--- src/rtl/sd_1011_scan_ctrl.sv ---
// Two-requester round-robin scan controller: a granted word is shifted MSB-first
// through an overlapping "1011" Mealy detector and its match count is returned.
module sd_1011_scan_ctrl #(
    parameter int W  = 8,
    parameter int CW = 4
) (
    input  logic          clk,
    input  logic          areset,
    input  logic          req0,
    input  logic [W-1:0]  data0,
    input  logic          req1,
    input  logic [W-1:0]  data1,
    output logic [1:0]    grant,
    output logic          busy,
    output logic          ser_x,
    output logic [1:0]    det_state,
    output logic          done,
    output logic          done_id,
    output logic [CW-1:0] match_cnt
);
    localparam int BW = $clog2(W);

    localparam logic [1:0] S0 = 2'b00;
    localparam logic [1:0] S1 = 2'b01;
    localparam logic [1:0] S2 = 2'b10;
    localparam logic [1:0] S3 = 2'b11;

    typedef enum logic [1:0] {IDLE, SHIFT, DONE} state_t;

    state_t        state, state_nxt;
    logic [W-1:0]  shreg;
    logic [BW-1:0] bitcnt;
    logic [CW-1:0] run_cnt, cnt_nxt;
    logic [1:0]    det, det_nxt;
    logic          last_id;
    logic          any_req, win, hit, last_bit;

    // Tie goes to whoever was not served last; a lone requester always wins.
    always_comb begin
        any_req  = req0 | req1;
        win      = (req0 & req1) ? ~last_id : req1;
        last_bit = (bitcnt == BW'(W-1));
    end

    always_comb begin
        state_nxt = state;
        case (state)
            IDLE:    if (any_req) state_nxt = SHIFT;
            SHIFT:   if (last_bit) state_nxt = DONE;
            DONE:    state_nxt = IDLE;
            default: state_nxt = IDLE;
        endcase
    end

    always_comb begin
        ser_x   = (state == SHIFT) ? shreg[W-1] : 1'b0;
        det_nxt = S0;
        hit     = 1'b0;
        case (det)
            S0: det_nxt = ser_x ? S1 : S0;
            S1: det_nxt = ser_x ? S1 : S2;
            S2: det_nxt = ser_x ? S3 : S0;
            S3: begin
                det_nxt = ser_x ? S1 : S2;
                hit     = ser_x;
            end
            default: det_nxt = S0;
        endcase
        cnt_nxt = (hit && run_cnt != '1) ? run_cnt + CW'(1) : run_cnt;
    end

    always_comb begin
        busy      = (state != IDLE);
        done      = (state == DONE);
        det_state = det;
    end

    always_ff @(posedge clk) begin
        if (areset) state <= IDLE;
        else        state <= state_nxt;
    end

    always_ff @(posedge clk) begin
        if (areset) begin
            grant     <= 2'b00;
            shreg     <= '0;
            bitcnt    <= '0;
            run_cnt   <= '0;
            det       <= S0;
            last_id   <= 1'b1;
            done_id   <= 1'b0;
            match_cnt <= '0;
        end else begin
            case (state)
                IDLE: if (any_req) begin
                    grant   <= win ? 2'b10 : 2'b01;
                    last_id <= win;
                    shreg   <= win ? data1 : data0;
                    bitcnt  <= '0;
                    run_cnt <= '0;
                    det     <= S0;
                end
                SHIFT: begin
                    det     <= det_nxt;
                    run_cnt <= cnt_nxt;
                    shreg   <= {shreg[W-2:0], 1'b0};
                    bitcnt  <= bitcnt + BW'(1);
                    // Result includes a match found on the final bit.
                    if (last_bit) begin
                        match_cnt <= cnt_nxt;
                        done_id   <= grant[1];
                    end
                end
                DONE:    grant <= 2'b00;
                default: grant <= 2'b00;
            endcase
        end
    end
endmodule

--- config.mk ---
export PLATFORM = sky130hd
export DESIGN_NAME = sd_1011_scan_ctrl
export DESIGN_NICKNAME = d
export VERILOG_FILES = /design/src/rtl/sd_1011_scan_ctrl.sv
export SDC_FILE = /design/constraint.sdc
export NUM_CORES = 1
export LEC_CHECK = 0
export CAP_MARGIN = 20
export CORE_ASPECT_RATIO = 2
export CORE_MARGIN = 1.5
export CORE_UTILIZATION = 40
export CTS_BUF_LIST = sky130_fd_sc_hd__clkbuf_2 sky130_fd_sc_hd__clkbuf_4 sky130_fd_sc_hd__clkbuf_8
export DETAILED_ROUTE_END_ITERATION = 8
export DONT_BUFFER_PORTS = 1
export GPL_TIMING_DRIVEN = 0
export PLACE_DENSITY = 0.52
export SYNTH_ARGS = -nofsm -noshare
export SYNTH_HDL_FRONTEND = slang
export SYNTH_SLANG_ARGS = --single-unit
--- constraint.sdc ---
create_clock -name clk -period 1.46 [get_ports clk]
set_input_delay 0.219 -clock clk [delete_from_list [all_inputs] [get_ports clk]]
set_output_delay 0.219 -clock clk [all_outputs]
set_load 0.02 [all_outputs]
==> reports/qor.yml <==
crit_path_top_delay_cell: "or3b_4"
leakagePower_nw: 0.5064
gp_congestion: 0.8637
clkTransAtPathRegs_ns: 0.09
r2r_cells: 5
worst_slew_pin_slew_ns: 0.5069
cp.arrival_ns: 1.64
io_pins: 32
grt-busiest-layer: "met2"
cts_buffers: 3
synthesis.area_um2: 1265
fp-row-count: 28
drtPass1Iterations: 4
synthAdderAreaFrac_pct: 2.967
reg2reg_slack_ns: 0.02
grt.total_usage_pct: 19.80
met2_usage_pct: 39.85
cts_root_buf: "clkbuf_8"
clock_sinks: 27
drc: 0
relSlewSlack_pct: 66.21
clock.fmax_mhz: 696.8
setup_viol: 0
drt_iter0_markers: 31
rsz0062_at_grt: "yes"
synth-seq-cells: 27
period_share_pct: 98.29
final_common_cell: "dfxtp_1"
cp-start-kind: "flip-flop"
hold_depth: 2
hold_start: "data0[0]"
min_period_ns: 1.435
synth_cell_types: 36
core_area_um2: 2978
yosys.area_share.simple_pct: 18.89
cts_buffer_depth: 2
synth_compound_area_share_pct: 28.09
status: "finished, final reports clean"
synth_edf_count: 0
worstHoldEndpoint: "shreg[0]"
end_kind: "flip-flop"
syn_nets: 161
grt_overflow: 0
mostFrequentLayoutCells: "24 x dfxtp_1, 17 x a21oi_1, 14 x a22oi_1, 13 x nor2_1, 7 x nand2_1"
die_area_um2: 3529
skew_ns: 0.003014
fin_cells: 175
syn_inst: 138
nets: 169
n_antenna_cell: 0
via_per_inst: 6.160
die_h_um: 82.53
vias: 1078
dpl.hpwl_mm: 2.216
initial_core_util_pct: 42.48
grtUsageMet3_pct: 2.174
cts_max_level: 1
cap_violations: 0
setup_tns_ns: 0
grt_max_degree: 16
p_per_area_nw_per_um2: 977.8
dpl.cell_count: 168
yosys-mux-area-fraction_pct: 0
portBuffers: 0
ir_worst_vdd_v: 0.0005891
synth-seq-area-share_pct: 42.73
cpPeakStageDelay_ns: 0.42
synth_top_family_by_area: "compound AO/OA/AOI/OAI gates"
cts_tree: "yes"
path_cells: "buf_6 -> or3b_4 -> a21oi_4 -> a22oi_1 -> a21oi_1"
routed_wl_mm: 3.248
syn_to_final_growth_pct: 11.97
cp_top_family: "compound AO/OA/AOI/OAI gates"
avgSynthCellArea_um2: 9.166
hold_violations: 0
slew_viol_final: 0
cp_num_cells: 5
synthXorXnorAreaFrac_pct: 1.385
synth-warning-count: 0
grt_pass1_vias: 1075
hp-class: "input pin to flip-flop"
wl_per_cell_um: 18.56
clk_latency_ns: 0.27
grtUsageMet1_pct: 19.39
drive_above_1_share_pct: 20.00
fp.dieW_um: 42.77
synth_ff_type: "dfxtp_1"
synth-async-reset-ratio_pct: 0
rr_startpoint: "state[0]"
worst_ep_required_time_ns: 1.67
cp_max_fo: 10
drt.antenna.violating_nets: 0
antenna_found_initial: 0
path_buf_inv: 1
grt_pass1_wl_mm: 5.154
rr_endpoint: "shreg[2]"
crit_type: "flip-flop to flip-flop"
==> sequential cells by signal, indices dropped and copies added (netlist names) <==
name,flops
state,2
run_cnt,4
bitcnt,3
done_id,1
match_cnt,4
shreg,8
det_state,2
last_id,1
grant,2
==> cell families (layout without fill, tap and decap cells) <==
group,count (synthesis),count (layout)
flops,27,27
compound gates,50,52
xor+xnor,2,2
simple gates,43,43
buf+inv,13,18
fa+ha+maj,3,3
==> layer usage <==
metal	part of all wire, %	routed length [um]
met5	0	0
met4	1.8	57
met3	2.8	90
met2	61	1992
met1	34	1108
==> cell type report <==
cell class                      count  area (um^2)
Clock buffer                        3        41.29
Buffer                              9        62.56
Fill cell                         298         1562
Timing Repair Buffer                1        7.507
Tap cell                           30        37.54
Inverter                            4        15.01
Sequential cell                    27        546.8
Clock inverter                      1        5.005
Multi-Input combinational cell    100        700.7
==> per-stage QoR <==
stage	util (%)	hold slack, ns	cell area, um^2	setup slack, ns	total power [W]
finish	47.56	0.09835	1416	0.02497	0.001385
floorplan	-	0.3653	1265	0.1085	0.0009199
CTS	46.22	0.09532	1376	-0.007575	0.001390
global placement	43.74	0.3789	1303	-0.02443	0.0009497
global route	47.56	0.1145	1416	-0.04285	0.001436
detailed placement	43.74	0.3851	1303	-0.02758	0.0009544
==> cells in the mapped netlist (3+ instances only) <==
cell      instances  area share [%]
a211oi_1          4             2.4
nor2_1           13             3.9
o21ai_0           3             1.2
a21oi_1          18             7.1
a22oi_1          16             9.5
nand3_1           3             1.2
nand3b_1          3             1.8
inv_1             4             1.2
nand2_1           7             2.1
dfxtp_1          27              43
buf_6             3             2.7
ha_1              3             3.0
==> power breakdown <==
| group | leakage [nW] | total, W | internal [W] | switching, W |
|---|---|---|---|---|
| combinational | 0.259 | 0.000164 | 0.0000683 | 0.0000952 |
| clock | 0.0255 | 0.000428 | 0.000191 | 0.000237 |
| sequential | 0.222 | 0.000793 | 0.000763 | 0.0000303 |
==> what timing repair did <==
action / 4_1_cts / 5_1_grt
resized for setup: 2 / 11
buffers inserted: 1 / 0
pin swaps: 0 / 5
cloned: 2 / 0
hold buffers: 0 / 0
setup endpoints to repair: 8 / 15
==> worst max-delay path by stage <==
stage,slack [ns],endpoint,startpoint
floorplan,0.11,match_cnt[3],det_state[0]
global placement,-0.02,match_cnt[3],det_state[0]
detailed placement,-0.03,match_cnt[3],det_state[0]
CTS,-0.008,shreg[7],state[1]
global route,-0.04,shreg[1],state[0]
finish,0.02,shreg[2],state[0]
Power figures use the tool's default switching activity.
